$ cat src/rtl/fetch_queue.sv
// Instruction-fetch front end: owns the PC, issues word reads over a
// valid/ready request channel, buffers returned words in an in-order FIFO and
// hands {instr, pc, pc+4} to decode. Redirects flush queued work and mark
// in-flight fetches to be dropped when they return.
// Optional build macro FQ_BYPASS_EN: a response that arrives while the FIFO is
// empty and decode is ready goes straight to out_* in the same cycle.
module fetch_queue #(
  parameter int          DEPTH    = 4,
  parameter logic [31:0] RESET_PC = 32'h0000_0000
) (
  input  logic        clk,
  input  logic        rst_n,
  input  logic        redirect_valid,
  input  logic [31:0] redirect_pc,
  output logic        imem_req_valid,
  input  logic        imem_req_ready,
  output logic [31:0] imem_req_addr,
  input  logic        imem_resp_valid,
  input  logic [31:0] imem_resp_data,
  output logic        out_valid,
  input  logic        out_ready,
  output logic [31:0] out_instr,
  output logic [31:0] out_pc,
  output logic [31:0] out_pc4
);

  localparam int AW = $clog2(DEPTH);
  localparam int CW = AW + 1;
  localparam logic [CW:0] DEPTH_W = (CW+1)'(DEPTH);

  logic [31:0]   pc;
  logic [CW-1:0] outstanding;
  logic [CW-1:0] count;
  logic [CW-1:0] drop;
  logic [AW-1:0] tag_rd, tag_wr;
  logic [AW-1:0] rd_ptr, wr_ptr;
  logic [31:0]   tag_q      [DEPTH];
  logic [31:0]   fifo_instr [DEPTH];
  logic [31:0]   fifo_pc    [DEPTH];

  logic [CW:0]   occupancy;
  logic          accept;
  logic          resp_ok;
  logic          resp_drop;
  logic          resp_keep;
  logic          bypass;
  logic          push;
  logic          pop;
  logic [31:0]   sel_instr;
  logic [31:0]   sel_pc;

  // Credit covers both in-flight and buffered entries, so the FIFO can never
  // overflow regardless of how long decode stalls.
  assign occupancy      = {1'b0, outstanding} + {1'b0, count};
  assign imem_req_valid = rst_n && !redirect_valid && (occupancy < DEPTH_W);
  assign imem_req_addr  = pc;
  assign accept         = imem_req_valid && imem_req_ready;

  // Responses with nothing outstanding are illegal and simply ignored.
  assign resp_ok   = imem_resp_valid && (outstanding != '0);
  assign resp_drop = resp_ok && (drop != '0);
  assign resp_keep = resp_ok && (drop == '0);

`ifdef FQ_BYPASS_EN
  assign bypass = resp_keep && (count == '0) && out_ready;
`else
  assign bypass = 1'b0;
`endif

  // A kept response landing in a redirect cycle is stale and is not stored.
  assign push = resp_keep && !bypass && !redirect_valid;
  assign pop  = (count != '0) && out_ready;

  // PC: redirect wins over sequential advance; wraps naturally at 2^32.
  always_ff @(posedge clk or negedge rst_n) begin
    if (!rst_n)              pc <= RESET_PC;
    else if (redirect_valid) pc <= redirect_pc & ~32'h3;
    else if (accept)         pc <= pc + 32'd4;
  end

  // In-flight fetch counter: +1 per accepted request, -1 per response.
  always_ff @(posedge clk or negedge rst_n) begin
    if (!rst_n) outstanding <= '0;
    else if (accept && !resp_ok) outstanding <= outstanding + CW'(1);
    else if (!accept && resp_ok) outstanding <= outstanding - CW'(1);
  end

  // Stale-response counter: on redirect every fetch still in flight after
  // this cycle must be discarded; otherwise count down as they return.
  always_ff @(posedge clk or negedge rst_n) begin
    if (!rst_n)              drop <= '0;
    else if (redirect_valid) drop <= outstanding - CW'(resp_ok);
    else if (resp_drop)      drop <= drop - CW'(1);
  end

  // Tag queue pointers: tags are consumed by every response, kept or dropped,
  // so they are never flushed by a redirect.
  always_ff @(posedge clk or negedge rst_n) begin
    if (!rst_n) begin
      tag_wr <= '0;
      tag_rd <= '0;
    end else begin
      if (accept)  tag_wr <= tag_wr + AW'(1);
      if (resp_ok) tag_rd <= tag_rd + AW'(1);
    end
  end

  // Tag storage: remember the address of each accepted request.
  always_ff @(posedge clk) begin
    if (accept) tag_q[tag_wr] <= pc;
  end

  // FIFO control: redirect empties it; otherwise push/pop with a combined count.
  always_ff @(posedge clk or negedge rst_n) begin
    if (!rst_n) begin
      rd_ptr <= '0;
      wr_ptr <= '0;
      count  <= '0;
    end else if (redirect_valid) begin
      rd_ptr <= '0;
      wr_ptr <= '0;
      count  <= '0;
    end else begin
      if (push) wr_ptr <= wr_ptr + AW'(1);
      if (pop)  rd_ptr <= rd_ptr + AW'(1);
      if (push && !pop)      count <= count + CW'(1);
      else if (!push && pop) count <= count - CW'(1);
    end
  end

  // FIFO storage: instruction word paired with its fetch address.
  always_ff @(posedge clk) begin
    if (push) begin
      fifo_instr[wr_ptr] <= imem_resp_data;
      fifo_pc[wr_ptr]    <= tag_q[tag_rd];
    end
  end

  // Output select: FIFO head, or the live response when bypassing. Fields
  // read as zero while nothing is offered.
  always_comb begin
    sel_instr = fifo_instr[rd_ptr];
    sel_pc    = fifo_pc[rd_ptr];
`ifdef FQ_BYPASS_EN
    if (bypass) begin
      sel_instr = imem_resp_data;
      sel_pc    = tag_q[tag_rd];
    end
`endif
    out_valid = (count != '0) || bypass;
    out_instr = out_valid ? sel_instr : '0;
    out_pc    = out_valid ? sel_pc : '0;
    out_pc4   = out_valid ? (sel_pc + 32'd4) : '0;
  end

  a_resp_has_outstanding: assert property (
    @(posedge clk) disable iff (!rst_n) imem_resp_valid |-> (outstanding != '0));

endmodule

$ cat config.mk
export PLATFORM = sky130hd
export DESIGN_NAME = fetch_queue
export DESIGN_NICKNAME = d
export VERILOG_FILES = /design/src/rtl/fetch_queue.sv
export SDC_FILE = /design/constraint.sdc
export NUM_CORES = 1
export LEC_CHECK = 0
export CORE_UTILIZATION = 35
export DETAILED_ROUTE_END_ITERATION = 7
export GPL_TIMING_DRIVEN = 1
export MAX_ROUTING_LAYER = met4
export PLACE_DENSITY = 0.61
export SLEW_MARGIN = 10
export SYNTH_ARGS = -nofsm -noshare
export SYNTH_HDL_FRONTEND = slang
export SYNTH_SLANG_ARGS = --single-unit
$ cat constraint.sdc
create_clock -name clk -period 7.07 [get_ports clk]
set_clock_uncertainty 0.15 [all_clocks]
set_input_delay 1.0605 -clock clk [delete_from_list [all_inputs] [get_ports clk]]
set_output_delay 1.0605 -clock clk [all_outputs]
set_load 0.01 [all_outputs]
==> metrics.md, run 1 <==
| Metric | Value |
|---|---|
| Setup TNS | 0 ns |
| Top Ports | 200 |
| H-tree Lvls | 2 |
| Status | complete, no violations |
| Die H | 225 µm |
| Worst reg-to-reg path cell count | 5 |
| Total grt overflow | 0 |
| Core area | 0.0490 mm² |
| Clk_lat worst skew | 0.56 ns |
| Clock slew at reported path FFs | 0.06 ns |
| Fin. max-slew vios | 0 |
| Antenna Violating Nets Remaining | 0 |
| DR WL/cell | 20.1 µm |
| Largest net degree at the start of global routing | 67 |
| R2R Setup Slk | 3.19 ns |
| Mapped Cells | 1003 |
| Num CTS Buffers | 44 |
| Via count | 9535 |
| Row count | 81 |
| Initial core utilization | 0.355 |
| Logic pwr share | 0.316 |
| Hold Crit Class | flop to flop |
| RR Startpoint | outstanding[2]$_DFFE_PN0P_ |
| 1st-iter DRT viols | 718 |
| PostCTS Resize Cnt | 0 |
| Sequential power share | 0.398 |
| Die Wd | 225 µm |
| Clock power frac | 0.286 |
| P_int | 5.59 mW |
| Number of synthesized flops with an enable pin | 368 |
| Netlist cell types | 50 |
| Yosys Warn Count | 0 |
| RR Endpoint | tag_q[1][2]$_DFFE_PP_ |
| Area leader, netlist | edfxtp_1 |
| Avg Vias per Cell | 5.02 |
| Unrepaired setup endpoints after global routing | no |
| DR DRC count | 0 |
| Leak pwr | 6.92 nW |
| Post-synthesis sequential area ratio | 0.704 |
| Worst Setup End Kind | primary output |
| Register bit count reported by yosys | 415 |
| Pwr per Cell Area | 373 mW/mm² |
| Fin crit period | 5.64 ns |
| Max_slew headroom | 0.244 |
| Yosys top cell area share | 0.636 |
| Critical-path cell list | mux4_2 > ha_1 > nand3_2 > or4_4 > or3_1 > a21oi_1 > clkdlybuf4s50_1 |
| DRT Wirelength | 38100 µm |
| Hold buffer count at cts | 0 |
| Crit Path Class | flop to primary output |
| CTS tree | yes |
| F_max | 177 MHz |
| Clock Sinks | 415 |
| Startpoint Class | flop |
| Max-cap violations | 0 |
| Mapped Area | 0.0174 mm² |
| VDD IR-drop max | 0.183 mV |
| Final Hold Violating Endpoints | 0 |
| Crit-path max FO | 40 |
| Maximum clock path buffer count | 3 |
| Final setup violation count | 0 |
| Nets | 1290 |
| Vias in the first global route | 9598 |
| Die area | 0.0505 mm² |
| Area growth syn-to-layout | 23.1% |
| WHS | 0.415 ns |
| Worst setup path startpoint | rd_ptr[1]$_DFFE_PN0P_ |
| FFs w/ async S/R, synth | 0.113 |
| Ranking of synthesized cells by area | edfxtp_1 (64%), mux4_2 (11%), dfrtp_1 (6.8%) |
| Avg Cell Area, Syn | 17.3 µm² |
| Fillers | 4313 |
| Placer Congestion | 0.764 |
| Data required, critical path | 5.86 ns |
| Slowest CP cell | dfrtp_2 |
| Fin crit share | 0.798 |
| Pre-Repair DR Iteration Count | 5 |
| Share of cells above drive strength 1 | 0.153 |
| Largest stage delay, worst path | 1.10 ns |
| Post-DP HPWL | 23900 µm |
| Sw power | 2.39 mW |
| Antenna violations before repair | 0 |
| Data arrival, critical path | 4.43 ns |
| First-pass GRT wire length | 58400 µm |
| Hold path depth | 1 |
| Min-delay src | outstanding[2]$_DFFE_PN0P_ |
| Main synth FF type | edfxtp_1 |
| Clock root buffer | clkbuf_16 |
| IO buf count | 191 |
| Slew @ Worst Pin | 1.13 ns |
| Crit path capture | out_pc4[20] |
| GRT Total Usage | 0.158 |
| Setup bufs post-CTS | 0 |
| Sw Ratio | 0.299 |
## flip-flops by register name (all words and copies together), names as in the netlist
register	cells
count	3
drop	3
fifo_instr	128
fifo_pc	120
imem_req_addr	30
outstanding	3
rd_ptr	2
tag_q	120
tag_rd	2
tag_wr	2
wr_ptr	2
## cell usage in the layout (no fill, tap or decap), types with 3 or more instances in the layout
cell type,netlist,layout
edfxtp_1,368,368
clkdlybuf4s50_1,0,189
mux4_2,81,81
and2_1,75,67
nand2_1,55,55
clkbuf_16,0,45
o21ai_0,43,43
dfrtp_1,47,43
nor2_1,36,36
nand3_1,24,24
inv_1,21,20
xnor2_1,20,20
a21oi_1,18,18
ha_1,17,17
xor2_1,14,14
o311ai_0,14,14
buf_4,9,12
or3_1,11,11
nor2b_1,11,11
mux4_1,11,11
nand4_1,10,10
clkinv_2,0,9
nor3_1,9,8
and3_1,8,8
and2_2,0,8
nor4_1,7,7
clkbuf_1,27,7
conb_1,1,6
clkinv_1,0,6
a31oi_1,5,5
bufinv_16,0,5
mux2_2,4,4
mux2i_1,4,4
and4_1,3,3
o211ai_1,3,3
dfrtp_2,0,3
## final cells by class
type / instances / area [µm²] / area share
Timing Repair Buffer: 203 / 1990 / 0.0932
Clock buffer: 54 / 1180 / 0.0552
Multi-Input combinational cell: 515 / 4800 / 0.225
Antenna cell: 1 / 2.50 / 0.000117
Inverter: 22 / 82.6 / 0.00386
Tap cell: 664 / 831 / 0.0389
Sequential cell: 415 / 12200 / 0.572
Clock inverter: 24 / 251 / 0.0118
## cells in the mapped netlist, types with 4 or more instances
library cell	number
edfxtp_1	368
mux4_2	81
and2_1	75
nand2_1	55
dfrtp_1	47
o21ai_0	43
nor2_1	36
clkbuf_1	27
nand3_1	24
inv_1	21
xnor2_1	20
a21oi_1	18
ha_1	17
o311ai_0	14
xor2_1	14
mux4_1	11
nor2b_1	11
or3_1	11
nand4_1	10
buf_2	9
buf_4	9
nor3_1	9
and3_1	8
buf_1	7
nor4_1	7
a31oi_1	5
mux2_2	4
mux2i_1	4
## per-layer routing
layer | global-route usage | wire, µm
met1 | 0.223 | 18100
met2 | 0.238 | 17100
met3 | 0.0304 | 2220
met4 | 0.0338 | 578
met5 | - | 0
## worst min path at each step
stage	slack, ns	endpoint
after floorplan	0.35	outstanding[2]$_DFFE_PN0P_
after global placement	0.40	outstanding[2]$_DFFE_PN0P_
after detailed placement	0.40	outstanding[2]$_DFFE_PN0P_
after CTS	0.41	outstanding[2]$_DFFE_PN0P_
after global routing	0.43	outstanding[2]$_DFFE_PN0P_
final	0.41	outstanding[2]$_DFFE_PN0P_
## critical path, delay by kind of cell (launching register included)
family / cells / cell delay [ns]
AO/OA/AOI/OAI: 1 / 0.18
adder cells (fa/ha/maj): 1 / 0.21
buffers and inverters: 1 / 0.61
flip-flops: 1 / 1.10
multiplexers: 1 / 0.44
AND/OR/NAND/NOR: 3 / 1.30
## logic make-up after synthesis
family,count (synthesis),synth area share
AND/OR/NAND/NOR,265,0.0843
adder cells (fa/ha/maj),19,0.0146
buffers and inverters,78,0.0217
XOR/XNOR,34,0.0171
other,1,0.000216
multiplexers,100,0.127
flip-flops,415,0.704
AO/OA/AOI/OAI,91,0.0316
## power groups by stage
stage          Combinational [mW]  Clock, mW  Sequential, mW
2_1_floorplan                1.50          0            3.06
3_3_place_gp                 2.51          0            3.22
3_5_place_dp                 2.55          0            3.23
4_1_cts                      2.56       2.34            3.18
5_1_grt                      2.74       2.42            3.21
6_report                     2.52       2.28            3.18
## metrics by stage
step / setup slack [ns] / power [mW] / instance area, µm² / cells / utilization
3_5_place_dp: 1.93 / 5.78 / 19900 / 1819 / 0.407
4_1_cts: 1.32 / 8.08 / 21400 / 1897 / 0.437
5_1_grt: 1.15 / 8.37 / 21400 / 1897 / 0.437
6_report: 1.43 / 7.97 / 21400 / 1898 / 0.437
2_1_floorplan: 2.99 / 4.56 / 17400 / 1008 / -
3_3_place_gp: 2.04 / 5.74 / 19900 / 1819 / 0.407
Note: power is estimated with default switching activity, not from simulation.
==> inputs of run 2 (changes only) <==
==> constraint.sdc (replaced) <==
create_clock -name clk -period 5.6 [get_ports clk]
set_clock_uncertainty 0.15 [all_clocks]
set_input_delay 0.84 -clock clk [delete_from_list [all_inputs] [get_ports clk]]
set_output_delay 0.84 -clock clk [all_outputs]
set_load 0.01 [all_outputs]
==> run 2 against run 1 <==
- combinational power increased by 28%
- clock power increased by 15%
- die area stayed put
- final cell count increased by 0.26%
- core utilization decreased by 0.15 points
- critical path type unchanged
- hold slack got worse by 0.11 ns
- setup slack got worse by 0.89 ns
- sequential power grew 25%
- register-to-register slack got worse by 1.5 ns
- global-route usage is 0.051 points lower
==> metrics.md, run 2 (same netlist as run 1, synthesis figures left out) <==
| Metric | Value |
|---|---|
| Status | complete, no violations (unchanged) |
| Most frequent cells in the layout | edfxtp_1 (368), clkdlybuf4s50_1 (189), mux4_2 (81), and2_1 (71), nand2_1 (55) (was edfxtp_1 (368), clkdlybuf4s50_1 (189), mux4_2 (81), and2_1 (67), nand2_1 (55)) |
| Hold buffer count at cts | 0 (unchanged) |
| Pwr per Cell Area | 460 mW/mm² (was 373 mW/mm²) |
| Post-Layout Cell Count | 1903 (was 1898) |
| Via count | 9481 (was 9535) |
| RR Startpoint | count[2]$_DFFE_PN0P_ (was outstanding[2]$_DFFE_PN0P_) |
| Vias in the first global route | 9621 (was 9598) |
| F_max | 197 MHz |
| Area growth syn-to-layout | 22.6% (was 23.1%) |
| Placer Congestion | 0.756 (was 0.764) |
| DRT Wirelength | 37900 µm (was 38100 µm) |
| Worst reg-to-reg path cell count | 10 (was 5) |
| Row count | 81 (unchanged) |
| Sw power | 2.97 mW (was 2.39 mW) |
| First-pass GRT wire length | 58100 µm (was 58400 µm) |
| Nets | 1296 (was 1290) |
| Logic pwr share | 0.329 (was 0.316) |
| Fin area | 0.0213 mm² (was 0.0214 mm²) |
| RR Endpoint | outstanding[2]$_DFFE_PN0P_ (was tag_q[1][2]$_DFFE_PP_) |
| Die Wd | 225 µm (unchanged) |
| Sw Ratio | 0.303 (was 0.299) |
| Crit Path Class | flop to primary output (unchanged) |
| Die H | 225 µm (unchanged) |
| 1st-iter DRT viols | 594 (was 718) |
| Post-DP HPWL | 24300 µm (was 23900 µm) |
| Max-cap violations | 0 (unchanged) |
| Sequential power share | 0.404 (was 0.398) |
| Clock slew at reported path FFs | 0.06 ns (about the same) |
| Initial core utilization | 0.355 (unchanged) |
| Setup bufs post-CTS | 0 (unchanged) |
| Largest net degree at the start of global routing | 65 (was 67) |
| Die area | 0.0505 mm² (unchanged) |
| Clock Sinks | 415 (unchanged) |
| Leak pwr | 6.88 nW (was 6.92 nW) |
| Fillers | 4347 (was 4313) |
| GRT Total Usage | 0.157 (was 0.158) |
| Ant diodes | 0 (was 1) |
| Slew @ Worst Pin | 0.979 ns (was 1.13 ns) |
| Final Util | 0.435 (was 0.437) |
| Placed cell areas | 0.0200 mm² (was 0.0199 mm²) |
| Final critical-path setup slack | 0.536 ns (was 1.43 ns) |
| Setup TNS | 0 ns (unchanged) |
| H-tree Lvls | 2 (unchanged) |
| IO buf count | 191 (unchanged) |
| Most flop-heavy register | fifo_instr (unchanged) |
| Placed insts | 1826 (was 1819) |
| Total grt overflow | 0 (unchanged) |
| Overall power | 9.81 mW (was 7.97 mW) |
| Clock root buffer | clkbuf_16 (unchanged) |
| Max FFs per register | 128 (unchanged) |
| PostCTS Resize Cnt | 0 (unchanged) |
| Crit-path max FO | 30 (was 40) |
| Final Hold Violating Endpoints | 0 (unchanged) |
| Antenna Violating Nets Remaining | 0 (unchanged) |
| Worst setup path startpoint | rd_ptr[0]$_DFFE_PN0P_ (was rd_ptr[1]$_DFFE_PN0P_) |
| P_int | 6.83 mW (was 5.59 mW) |
| Largest registers | fifo_instr x128, fifo_pc x120, tag_q x120 (unchanged) |
| Share of cells above drive strength 1 | 0.145 (was 0.153) |
| CTS tree | yes (unchanged) |
| DR WL/cell | 19.9 µm (was 20.1 µm) |
| Final setup violation count | 0 (unchanged) |
| Clk_lat worst skew | 0.56 ns (about the same) |
| VDD IR-drop max | 0.223 mV (was 0.183 mV) |
| DR DRC count | 0 (unchanged) |
| Core area | 0.0490 mm² (unchanged) |
| Fin crit period | 5.06 ns |
| Hold Crit Class | input port to async pin (was flop to flop) |
| Num CTS Buffers | 43 (was 44) |
| Top Ports | 200 (unchanged) |
| Worst slack at placement | 1.05 ns (was 1.93 ns) |
| Clock power frac | 0.267 (was 0.286) |
| Fin crit share | 0.904 |
| R2R Setup Slk | 1.70 ns (was 3.19 ns) |
| Maximum clock path buffer count | 3 (unchanged) |
| Pre-Repair DR Iteration Count | 5 (unchanged) |
| Commonest non-fill, non-tap cell in the layout | edfxtp_1 (unchanged) |
| Unrepaired setup endpoints after global routing | no (unchanged) |
| Avg Vias per Cell | 4.98 (was 5.02) |
| Startpoint Class | flop (unchanged) |
| Antenna violations before repair | 0 (unchanged) |
| Data required, critical path | 4.61 ns (was 5.86 ns) |
| WHS | 0.301 ns (was 0.415 ns) |
| Fin. max-slew vios | 0 (unchanged) |
| Data arrival, critical path | 4.07 ns (was 4.43 ns) |
| Max_slew headroom | 0.347 (was 0.244) |
| Worst Setup End Kind | primary output (unchanged) |
run 2: metal layers:
metal	routed length, µm	up-vias	track usage
met5	0	-	-
met4	554	0	0.0362
met3	2120	45	0.0317
met2	17300	270	0.236
met1	17900	4839	0.221
li1	-	4327	-
run 2: how the worst max path moves through the flow:
stage / slack [ns] / to / cells after the start
floorplan: 1.74 / tag_q[0][10]$_DFFE_PP_ / 7
global placement: 1.09 / out_pc4[24] / 7
detailed placement: 1.05 / out_pc4[24] / 7
CTS: 0.44 / out_pc4[24] / 7
global route: 0.24 / out_pc4[24] / 7
finish: 0.54 / out_pc4[24] / 7
run 2: layout make-up:
class / count / area [µm²] / area share
sequential: 415 / 12200 / 0.574
inverter: 22 / 82.6 / 0.00388
multi-input combinational: 515 / 4790 / 0.225
clock buffer: 65 / 1220 / 0.0573
timing repair buffer: 210 / 2080 / 0.0978
clock inverter: 12 / 52.6 / 0.00247
tap: 664 / 831 / 0.0390
run 2: worst max-delay path, cell delays in order (launching register included):
cell and delay, ns:
dfrtp_4 0.63, buf_4 0.59, mux4_1 0.48, and4_1 0.45
nand3_1 0.14, or3b_2 0.48, a21oi_1 0.16, clkdlybuf4s50_1 0.61
run 2: power groups by stage:
stage	Sequential [mW]	Combinational, mW	Clock, mW
floorplan	3.86	1.89	0
global route	4.00	3.50	2.82
detailed placement	4.04	3.26	0
finish	3.97	3.22	2.62
CTS	3.97	3.27	2.69
global placement	4.02	3.22	0
==> inputs of run 3 (changes only) <==
==> constraint.sdc (replaced) <==
create_clock -name clk -period 5.6 [get_ports clk]
set_clock_uncertainty 0.15 [all_clocks]
set_input_delay 1.12 -clock clk [delete_from_list [all_inputs] [get_ports clk]]
set_output_delay 1.12 -clock clk [all_outputs]
set_load 0.01 [all_outputs]
==> run 3 against run 2 <==
- first-iteration DRC count increased by 15%
- sequential power about the same
- clock power up 6%
- sequential share of layout area decreased by 0.36 points
- clock-buffer cell count decreased by 11
- flip-flop and latch count stayed put
- fmax is 5.2% lower
- die area stayed put
- setup slack worse by 0.28 ns
- via count grew 0.97%
- largest cell class unchanged
==> metrics.md, run 3 (same netlist as run 1, synthesis figures left out) <==
| Metric | Value |
|---|---|
| Status | complete, no violations (unchanged) |
| Via count | 9573 (was 9481) |
| DRT Wirelength | 38000 µm (was 37900 µm) |
| Overall power | 9.97 mW (was 9.81 mW) |
| IO buf count | 191 (unchanged) |
| Hold path depth | 1 |
| 1st-iter DRT viols | 683 (was 594) |
| Worst reg-to-reg path cell count | 7 (was 10) |
| Row count | 81 (unchanged) |
| Sw Ratio | 0.299 (was 0.303) |
| Commonest non-fill, non-tap cell in the layout | edfxtp_1 (unchanged) |
| Final Hold Violating Endpoints | 0 (unchanged) |
| Crit Path Class | flop to primary output (unchanged) |
| Clock slew at reported path FFs | 0.06 ns (about the same) |
| First-pass GRT wire length | 58100 µm (about the same) |
| Nets | 1298 (was 1296) |
| Fin crit share | 0.954 (was 0.904) |
| Initial core utilization | 0.355 (unchanged) |
| Pwr per Cell Area | 465 mW/mm² (was 460 mW/mm²) |
| Core area | 0.0490 mm² (unchanged) |
| RR Startpoint | count[2]$_DFFE_PN0P_ (unchanged) |
| WHS Endpoint | outstanding[2]$_DFFE_PN0P_ |
| Largest net degree at the start of global routing | 66 (was 65) |
| Area growth syn-to-layout | 23.4% (was 22.6%) |
| Clock root buffer | clkbuf_16 (unchanged) |
| Antenna Violating Nets Remaining | 0 (unchanged) |
| Data arrival, critical path | 4.07 ns (about the same) |
| Fin area | 0.0214 mm² (was 0.0213 mm²) |
| Logic pwr share | 0.324 (was 0.329) |
| Final setup violation count | 0 (unchanged) |
| Largest registers | fifo_instr x128, fifo_pc x120, tag_q x120 (unchanged) |
| Top cell family by delay on the critical path | simple AND/OR/NAND/NOR gates (was buffers and inverters) |
| Maximum clock path buffer count | 3 (unchanged) |
| Hold Crit Class | flop to flop (was input port to async pin) |
| Unrepaired setup endpoints after global routing | no (unchanged) |
| Max_slew headroom | 0.458 (was 0.347) |
| Sw power | 2.98 mW (was 2.97 mW) |
| Worst setup path startpoint | rd_ptr[0]$_DFFE_PN0P_ (unchanged) |
| Share of cells above drive strength 1 | 0.151 (was 0.145) |
| Min-delay src | outstanding[2]$_DFFE_PN0P_ |
| F_max | 187 MHz (was 197 MHz) |
| Most flop-heavy register | fifo_instr (unchanged) |
| R2R Setup Slk | 1.95 ns (was 1.70 ns) |
| Startpoint Class | flop (unchanged) |
| Placed cell areas | 0.0201 mm² (was 0.0200 mm²) |
| Buf/Inv on CP | 1 (was 2) |
| Slowest CP cell | or4_4 (was dfrtp_4) |
| Slew @ Worst Pin | 0.814 ns (was 0.979 ns) |
| Data required, critical path | 4.33 ns (was 4.61 ns) |
| Sequential power share | 0.397 (was 0.404) |
| Vias in the first global route | 9592 (was 9621) |
| DR DRC count | 0 (unchanged) |
| Antenna violations before repair | 1 (was 0) |
| Total grt overflow | 0 (unchanged) |
| Critical-path cell list | mux4_1 > ha_1 > nand3_2 > or4_4 > or3_1 > a21oi_1 > clkdlybuf4s50_1 (was buf_4 > mux4_1 > and4_1 > nand3_1 > or3b_2 > a21oi_1 > clkdlybuf4s50_1) |
| Die Wd | 225 µm (unchanged) |
| Crit-path max FO | 21 (was 30) |
| Hold buffer count at cts | 0 (unchanged) |
| Placer Congestion | 0.772 (was 0.756) |
| Largest stage delay, worst path | 0.68 ns (was 0.63 ns) |
| CTS tree | yes (unchanged) |
| WHS | 0.404 ns (was 0.301 ns) |
| Most frequent cells in the layout | edfxtp_1 (368), clkdlybuf4s50_1 (189), mux4_2 (81), and2_1 (71), nand2_1 (55) (unchanged) |
| Post-DP HPWL | 24300 µm (about the same) |
| Max FFs per register | 128 (unchanged) |
| Top Ports | 200 (unchanged) |
| RR Endpoint | tag_q[0][22]$_DFFE_PP_ (was outstanding[2]$_DFFE_PN0P_) |
| Pre-Repair DR Iteration Count | 4 (was 5) |
| H-tree Lvls | 2 (unchanged) |
| Clk_lat worst skew | 0.55 ns (was 0.56 ns) |
| Setup TNS | 0 ns (unchanged) |
| DR WL/cell | 19.9 µm (about the same) |
| Max-cap violations | 0 (unchanged) |
| Final Util | 0.438 (was 0.435) |
| Fin crit period | 5.34 ns (was 5.06 ns) |
| Avg Vias per Cell | 5.02 (was 4.98) |
| Fin. max-slew vios | 0 (unchanged) |
| Die area | 0.0505 mm² (unchanged) |
| Worst Setup End Kind | primary output (unchanged) |
| VDD IR-drop max | 0.237 mV (was 0.223 mV) |
| GRT Total Usage | 0.156 (was 0.157) |
| Clock power frac | 0.279 (was 0.267) |
| P_int | 6.98 mW (was 6.83 mW) |
| Die H | 225 µm (unchanged) |
| Leak pwr | 6.94 nW (was 6.88 nW) |
| Clock Sinks | 415 (unchanged) |
| Num CTS Buffers | 43 (unchanged) |
| Fillers | 4333 (was 4347) |
## run 3: worst max-delay path by stage
stage	to	slack (ns)	cells past startpoint
after floorplan	tag_q[0][10]$_DFFE_PP_	1.46	7
after global placement	out_pc4[20]	0.82	7
after detailed placement	out_pc4[20]	0.79	7
after CTS	out_pc4[20]	0.18	7
after global routing	out_pc4[20]	0.05	7
final	out_pc4[20]	0.26	7
## run 3: timing repair
item / in CTS / in global routing
buffers inserted: 0 / 0
gates resized for setup: 0 / 1
endpoints found under the hold margin: 0 / 0
setup endpoints to repair: 0 / 1
## run 3: routing by layer
layer  global-route usage  wire [µm]  up-vias
li1                     -          -     4344
met1                0.218      17700     4889
met2                0.235      17400      290
met3               0.0342       2330       50
met4               0.0338        620        0
met5                    -          0        -
## run 3: layout make-up
cell class / instances / area, µm² / share of cell area
inverters: 22 / 82.6 / 0.00385
well taps: 664 / 831 / 0.0388
flip-flops and latches: 415 / 12200 / 0.571
clock inverters: 24 / 213 / 0.00993
multi-input cells: 515 / 4790 / 0.224
repair buffers: 212 / 2110 / 0.0986
clock buffers: 54 / 1160 / 0.0541
diodes: 1 / 2.50 / 0.000117
## run 3: power by group through the flow
stage          clock network [mW]  registers [mW]  logic, mW
3_5_place_dp                    0            4.03       3.27
5_1_grt                      2.98            4.00       3.50
6_report                     2.78            3.96       3.23
2_1_floorplan                   0            3.86       1.89
4_1_cts                      2.86            3.96       3.28
3_3_place_gp                    0            4.02       3.23
## run 3: stage by stage
stage	instances	worst slack, ns
global placement	1828	0.823
finish	1907	0.258
floorplan	1008	1.46
global route	1907	0.0462
detailed placement	1828	0.792
CTS	1906	0.182
